--- src/rtl/mux_n_to_1_pipe.sv ---
// Pipelined N:1 word selector with a main output register, a one-entry skid register and a
// registered in_ready. Define MUX_PIPE_SEL_ERR_EN to add out_sel_err and the err_cnt counter.
module mux_n_to_1_pipe #(
  parameter int unsigned WIDTH  = 32,
  parameter int unsigned NUM_IN = 4,
  parameter int unsigned SEL_W  = 2
) (
  input  logic                    Clk,
  input  logic                    Reset,
  input  logic [NUM_IN*WIDTH-1:0] in_data,
  input  logic [SEL_W-1:0]        in_sel,
  input  logic                    in_valid,
  output logic                    in_ready,
  input  logic                    flush,
  output logic [WIDTH-1:0]        out_data,
  output logic [SEL_W-1:0]        out_sel,
  output logic                    out_valid,
`ifdef MUX_PIPE_SEL_ERR_EN
  output logic                    out_sel_err,
  output logic [7:0]              err_cnt,
`endif
  input  logic                    out_ready
);

  logic [WIDTH-1:0] sel_word;
  logic             in_xfer, out_xfer;

  logic [WIDTH-1:0] main_data_q, main_data_d, skid_data_q, skid_data_d;
  logic [SEL_W-1:0] main_sel_q, main_sel_d, skid_sel_q, skid_sel_d;
  logic             main_valid_q, main_valid_d, skid_valid_q, skid_valid_d;
  logic             in_ready_q, in_ready_d;

`ifdef MUX_PIPE_SEL_ERR_EN
  logic       sel_oor;
  logic       main_err_q, main_err_d, skid_err_q, skid_err_d;
  logic [7:0] err_cnt_q, err_cnt_d;

  assign sel_oor = (32'(in_sel) >= NUM_IN);
`endif

  // Out-of-range selects fall through to zero.
  always_comb begin
    sel_word = '0;
    for (int unsigned k = 0; k < NUM_IN; k++) begin
      if (in_sel == SEL_W'(k)) sel_word = in_data[k*WIDTH +: WIDTH];
    end
  end

  assign in_xfer  = in_valid && in_ready_q;
  assign out_xfer = main_valid_q && out_ready;

  always_comb begin
    main_data_d  = main_data_q;
    main_sel_d   = main_sel_q;
    main_valid_d = main_valid_q;
    skid_data_d  = skid_data_q;
    skid_sel_d   = skid_sel_q;
    skid_valid_d = skid_valid_q;
`ifdef MUX_PIPE_SEL_ERR_EN
    main_err_d   = main_err_q;
    skid_err_d   = skid_err_q;
    err_cnt_d    = err_cnt_q;
`endif
    if (flush) begin
      // Only valid bits are cleared; data registers may keep stale contents.
      main_valid_d = 1'b0;
      skid_valid_d = 1'b0;
    end else if (!main_valid_q) begin
      if (in_xfer) begin
        main_data_d  = sel_word;
        main_sel_d   = in_sel;
        main_valid_d = 1'b1;
`ifdef MUX_PIPE_SEL_ERR_EN
        main_err_d   = sel_oor;
`endif
      end
    end else if (!skid_valid_q) begin
      if (in_xfer && out_xfer) begin
        main_data_d = sel_word;
        main_sel_d  = in_sel;
`ifdef MUX_PIPE_SEL_ERR_EN
        main_err_d  = sel_oor;
`endif
      end else if (in_xfer) begin
        skid_data_d  = sel_word;
        skid_sel_d   = in_sel;
        skid_valid_d = 1'b1;
`ifdef MUX_PIPE_SEL_ERR_EN
        skid_err_d   = sel_oor;
`endif
      end else if (out_xfer) begin
        main_valid_d = 1'b0;
      end
    end else if (out_xfer) begin
      main_data_d  = skid_data_q;
      main_sel_d   = skid_sel_q;
      skid_valid_d = 1'b0;
`ifdef MUX_PIPE_SEL_ERR_EN
      main_err_d   = skid_err_q;
`endif
    end
`ifdef MUX_PIPE_SEL_ERR_EN
    if (in_xfer && !flush && sel_oor && (err_cnt_q != 8'hff)) err_cnt_d = err_cnt_q + 8'd1;
`endif
    in_ready_d = !skid_valid_d;
  end

  always_ff @(posedge Clk) begin
    if (Reset) begin
      main_data_q  <= '0;
      main_sel_q   <= '0;
      main_valid_q <= 1'b0;
      skid_data_q  <= '0;
      skid_sel_q   <= '0;
      skid_valid_q <= 1'b0;
      in_ready_q   <= 1'b1;
`ifdef MUX_PIPE_SEL_ERR_EN
      main_err_q   <= 1'b0;
      skid_err_q   <= 1'b0;
      err_cnt_q    <= '0;
`endif
    end else begin
      main_data_q  <= main_data_d;
      main_sel_q   <= main_sel_d;
      main_valid_q <= main_valid_d;
      skid_data_q  <= skid_data_d;
      skid_sel_q   <= skid_sel_d;
      skid_valid_q <= skid_valid_d;
      in_ready_q   <= in_ready_d;
`ifdef MUX_PIPE_SEL_ERR_EN
      main_err_q   <= main_err_d;
      skid_err_q   <= skid_err_d;
      err_cnt_q    <= err_cnt_d;
`endif
    end
  end

  assign in_ready  = in_ready_q;
  assign out_data  = main_data_q;
  assign out_sel   = main_sel_q;
  assign out_valid = main_valid_q;
`ifdef MUX_PIPE_SEL_ERR_EN
  assign out_sel_err = main_valid_q && main_err_q;
  assign err_cnt     = err_cnt_q;
`endif

endmodule

--- config.mk ---
export PLATFORM = sky130hd
export DESIGN_NAME = mux_n_to_1_pipe
export DESIGN_NICKNAME = d
export VERILOG_FILES = /design/src/rtl/mux_n_to_1_pipe.sv
export SDC_FILE = /design/constraint.sdc
export NUM_CORES = 1
export LEC_CHECK = 0
export CORE_UTILIZATION = 43
export DETAILED_ROUTE_END_ITERATION = 10
export PLACE_DENSITY = 0.81
export RECOVER_POWER = 25
export SLEW_MARGIN = 10
export SYNTH_ARGS = -nofsm -noshare
export SYNTH_HDL_FRONTEND = slang
export SYNTH_SLANG_ARGS = --single-unit
--- constraint.sdc ---
create_clock -name Clk -period 1.7 [get_ports Clk]
set_input_delay 0.34 -clock Clk [delete_from_list [all_inputs] [get_ports Clk]]
set_output_delay 0.34 -clock Clk [all_outputs]
set_load 0.05 [all_outputs]
==> run metrics, run 1 <==
outcome finished with violations; violations in the final reports DRC; number of setup violations in the final report 0; pin slew with the least headroom to its limit ~0.63 ns; flip-flop and latch count after synthesis 71; first-pass GRT wire length 19,900 µm; vias in the first global route 4,306; combined area of all synthesized cells 4040 µm²; xor/xnor share of the synthesized area 0%; CP Data Required Time 1.91 ns; fin nets 700; average detailed-routed wire length per instance between 15 and 20 µm; mux share of post-synthesis cell area 18.3%; final HPWL from detailed placement around 8600 µm; relative max-transition margin 58.2%; sink count of the clock tree between 70 and 80; worst setup path start skid_valid_q; post-placement setup slack -0.142 ns; dominant combinational cell family by area after synthesis compound AO/OA/AOI/OAI gates; part of the cycle the worst path needs 94.3%; most common cell after layout, fill and taps aside clkdlybuf4s50_1; Post-Synth Simple-Gate Area 12.8%; total area of sequential cells 1420 µm²; async set-reset flop share out of synthesis 0%; combined area of the multi-input logic cells between 2000 and 2500 µm²; cts repair resizes 0; source of the worst register-to-register timing path skid_valid_q; cell family with most CP delay buffers and inverters; HP Start skid_sel_q[1]; Adder-Cell Fraction of Synth Area 0%; sequential element share of the synthesized area approximately a third; Mapped Avg Cell Area ~9.9 µm²; share of final-layout standard cells stronger than drive strength 1 23.2%; final hold violations 0; share of the synthesized area in compound gates (AO/OA/AOI/OAI) 26.6%; kind of start point of the critical path flop; Starting Density around 44%; pins over their slew limit 0; Worst Clk Skew ~0.0073 ns; type of the worst setup path flop to flop; die area 9800 µm²; hold slack final 0.479 ns; remaining routing DRC violations 2; Worst Hold Class flop to flop; total number of vias 4,252; sum of buffers and inverters on the critical path 2; register clock-pin slew on the reported worst setup and hold paths 0.08 ns; Max FO, Critical Path 24; number of CTS-inserted buffers 9; first-pass iteration count of the detailed router 8; initial antenna violation count 0; final wirelength between 10,000 and 15,000 µm; Core Box Area 9150 µm²; overall die width a little under 100 µm; clk_lat worst skew roughly 0.35 ns; Post-DRT Antenna Nets 0; buffers inserted during post-CTS setup optimization 0; total I/O pin count 171; total nets after synthesis 543; deepest clock path buffer count 2; CP arrival between 1.5 and 2 ns; fillers 734; setup slack of the critical path after layout 0.0974 ns; total of buffers placed on input and output ports 170; highest ir drop seen on vdd 0.000559 V; final weighted congestion of routability-driven global placement a little under 0.8; summed negative setup slack over all endpoints 0 ns; count of cell types in the netlist 25; total number of placement rows 35; dominant register cell in the synthesized netlist dfxtp_1; crit end category flop; largest net degree at the start of global routing 43; most used cell along the critical path buf_4; DRC marker count from the first detailed-route iteration 324; Cells after Synth 408; master cell of the clock root buffer clkbuf_8; Clock H-tree levels 3; routed vias/inst approximately 6.2; setup repair after global routing missed its margin false; Synth Warn # 0; P&R area growth vs syn 47.3%; ratio of total power to cell area 781 nW/µm²; standby leakage power 0.00205 µW; Layout Utilization approximately two thirds; total gr overflow 0; max-cap check violation count 0; ant diodes 0; commonest cells after routing, fill and taps aside clkdlybuf4s50_1, dfxtp_1, nand3_1, buf_4, a21oi_1; hold buffers post-CTS 0; CTS tree done; crit path time final 1.60 ns; cells along the critical path buf_4, nand2_1, buf_4, mux2i_1, a211oi_2; maximum clock frequency 624 MHz; CP max stage cell dfxtp_1; global-route usage over all layers 25.4%; number of flops mapped to enable cells by yosys 0; y dimension of the die 99.0 µm; Max stage delay on crit path 0.44 ns
-- per-layer routing --
| layer | track usage [%] | vias up | wire length, µm |
|---|---|---|---|
| met2 | 45.2 | 257 | 6480 |
| met3 | 4.54 | 31 | 1090 |
| li1 | - | 1913 | - |
| met4 | 11.7 | 0 | 294 |
| met5 | 0 | - | 0 |
| met1 | 29.6 | 2051 | 4680 |
-- state kept, by name, summed over array words and instances, names as in the netlist --
register      flops
skid_data_q      32
skid_sel_q        2
out_data         32
in_ready          1
out_valid         1
out_sel           2
skid_valid_q      1
-- kinds of logic (layout without fill, tap and decap cells) --
logic type             Yosys count  after routing
AO/OA/AOI/OAI                  141            141
buffers and inverters           57            219
flip-flops                      71             71
multiplexers                    34             34
AND/OR/NAND/NOR                105            105
-- cells in the mapped netlist (2+ instances only) --
cell type | number | share of area (%)
o21ai_1 | 13 | 1.6
buf_2 | 9 | 1.1
a21oi_1 | 35 | 4.3
a311oi_2 | 28 | 10
mux2i_1 | 2 | 0.50
buf_4 | 5 | 0.93
buf_6 | 6 | 1.7
o21ai_0 | 21 | 2.6
nand2_1 | 34 | 3.2
a31oi_1 | 34 | 5.3
clkbuf_1 | 36 | 3.3
dfxtp_1 | 71 | 35
mux4_2 | 32 | 18
nand3_1 | 66 | 8.2
a311oi_1 | 5 | 1.1
a211oi_2 | 2 | 0.62
-- path summary, 6_finish.rpt --
check,slack (ns),depth (start not counted),endpoint
max,0.1,5,out_sel[1]
min,0.48,2,skid_sel_q[1]
max reg2reg,0.1,5,out_sel[1]
min reg2reg,0.48,2,skid_sel_q[1]
-- through the flow --
step	instances	total power (µW)	area, µm²
after CTS	681	4690	6050
after global routing	681	4790	5960
after floorplan	408	2510	4050
final	681	4650	5960
after global placement	665	3020	5800
after detailed placement	665	3050	5800
-- where the power goes --
part	leakage, µW	total, µW	switching (µW)	internal, µW
Sequential	0.000579	1770	40.2	1730
Combinational	0.00135	1210	624	584
Clock	0.000122	1670	663	1010
Total	0.00205	4650	1330	3320
-- worst register-to-register path, cell delays in order (launching register included) --
cell,delay (ns)
dfxtp_1,0.44
buf_4,0.33
nand2_1,0.13
buf_4,0.22
mux2i_1,0.24
a211oi_2,0.10
-- layout make-up --
cell class              instances  area share, %
inverters                       1         0.0630
flip-flops and latches         71           23.9
clock inverters                 6           1.81
clock buffers                  10           2.31
multi-input cells             280           39.2
well taps                     111           2.33
repair buffers                202           30.4
Power figures use the tool's default switching activity.
==> run 2, diff against run 1 <==
- CTS_CLUSTER_SIZE: unset -> 24
- RECOVER_POWER: 25 -> 50
==> run metrics, run 2 (synthesis gave the netlist of run 1 again) <==
max-cap check violation count 0 (unchanged); overall die width 99.0 µm (unchanged); outcome finished with violations; crit path time final 1.59 ns (-0.0173 ns); Post-DRT Antenna Nets 0 (unchanged); CTS tree done; hold buffers post-CTS 0 (unchanged); global-route usage over all layers 25.4% (unchanged); setup repair after global routing missed its margin false; sink count of the clock tree 71 (unchanged); final hold violations 0 (unchanged); fin nets 700 (unchanged); kind of start point of the critical path flop; HP Start skid_sel_q[1]; Post-Place Cells 665 (unchanged); CP Data Required Time 1.97 ns (+0.06 ns); pins over their slew limit 0 (unchanged); Clock H-tree levels 3 (unchanged); violations in the final reports DRC; register clock-pin slew on the reported worst setup and hold paths 0.08 ns (about the same); total gr overflow 0 (unchanged); y dimension of the die 99.0 µm (unchanged); Worst Hold Class flop to flop; highest ir drop seen on vdd 0.000558 V (-0.20%); CP arrival 1.85 ns (+0.04 ns); Worst Clk Skew 0.00874 ns (+0.00140 ns); buffers inserted during post-CTS setup optimization 0 (unchanged); master cell of the clock root buffer clkbuf_8; first-pass iteration count of the detailed router 8 (unchanged); total I/O pin count 171 (unchanged); P&R area growth vs syn 46.5%; type of the worst setup path flop to flop; vias in the first global route 4,306 (unchanged); total number of vias 4,193 (-1.4%); share of final-layout standard cells stronger than drive strength 1 22.5% (-0.70 points); worst setup path start skid_valid_q; pin slew with the least headroom to its limit 0.632 ns (+0.00253 ns); Core Box Area 9150 µm² (unchanged); final HPWL from detailed placement 8590 µm (unchanged); average detailed-routed wire length per instance 18.3 µm (-0.75%); non-filler instance count after layout 681 (unchanged); part of the cycle the worst path needs 93.3% (-1.0 points); most common cell after layout, fill and taps aside clkdlybuf4s50_1; remaining routing DRC violations 2 (unchanged); cts repair resizes 0 (unchanged); post-placement setup slack -0.142 ns (unchanged); final weighted congestion of routability-driven global placement 0.785 (unchanged); number of CTS-inserted buffers 9 (unchanged); routed vias/inst 6.16 (-1.4%); Max FO, Critical Path 24 (unchanged); clk_lat worst skew 0.35 ns (about the same); initial antenna violation count 0 (unchanged); ratio of total power to cell area 782 nW/µm² (+0.14%); maximum clock frequency 631 MHz (+1.1%); largest net degree at the start of global routing 43 (unchanged); first-pass GRT wire length 19,900 µm (unchanged); summed negative setup slack over all endpoints 0 ns (unchanged); standby leakage power 0.00203 µW (-1.1%); relative max-transition margin 58.0% (-0.17 points); crit end category flop; deepest clock path buffer count 2 (unchanged); number of setup violations in the final report 0 (unchanged); total number of placement rows 35 (unchanged); Layout Utilization 64.7% (-0.36 points); ant diodes 0 (unchanged); commonest cells after routing, fill and taps aside clkdlybuf4s50_1, dfxtp_1, nand3_1, a21oi_1; final wirelength 12,400 µm (-0.75%); die area 9800 µm² (unchanged); source of the worst register-to-register timing path skid_valid_q; Starting Density 44.2% (unchanged); setup slack of the critical path after layout 0.115 ns (+0.0173 ns); total of buffers placed on input and output ports 170 (unchanged); DRC marker count from the first detailed-route iteration 329 (+1.5%)
[run 2: power breakdown]
part | switching (µW) | internal (µW) | total, µW
clock | 659 | 1010 | 1670
sequential | 39.7 | 1730 | 1770
combinational | 622 | 572 | 1190
[run 2: area by class of cell]
cell class / instances / area [µm²]
Inverter: 1 / 3.75
Fill cell: 741 / 3230
Multi-Input combinational cell: 280 / 2340
Timing Repair Buffer: 202 / 1780
Tap cell: 111 / 139
Clock buffer: 10 / 138
Sequential cell: 71 / 1420
Clock inverter: 6 / 108
[run 2: per-stage QoR]
step	hold slack, ns	total power (µW)	instance area [µm²]
6_report	0.479	4630	5920
3_3_place_gp	0.461	3020	5800
4_1_cts	0.473	4690	6050
3_5_place_dp	0.467	3050	5800
5_1_grt	0.507	4780	5920
2_1_floorplan	0.405	2510	4050
[run 2: final timing paths]
path / to / slack [ns] / depth (start not counted)
worst max-delay path: out_sel[1] / 0.11 / 5
worst min-delay path: skid_sel_q[1] / 0.48 / 2
worst max register to register: out_sel[1] / 0.11 / 5
worst min register to register: skid_sel_q[1] / 0.48 / 2
[run 2: per-layer routing]
| layer | wire length (µm) | vias to the layer above | global-route usage [%] |
|---|---|---|---|
| met1 | 4720 | 2014 | 29.6 |
| met3 | 1010 | 26 | 4.54 |
| met4 | 262 | 0 | 11.7 |
| met5 | 0 | - | 0 |
| met2 | 6460 | 241 | 45.2 |
| li1 | - | 1912 | - |
[run 2: critical path: stages, from the launching register on]
cell	delay (ns)
dfxtp_1	0.43
buf_4	0.33
nand2_1	0.12
buf_4	0.22
mux2i_1	0.16
a211oi_2	0.23
==> run 3, diff against run 2 <==
- TNS_END_PERCENT: unset -> 20
==> results of run 3 <==
Same layout as run 2: the final DEF is identical, and so are final timing and power.
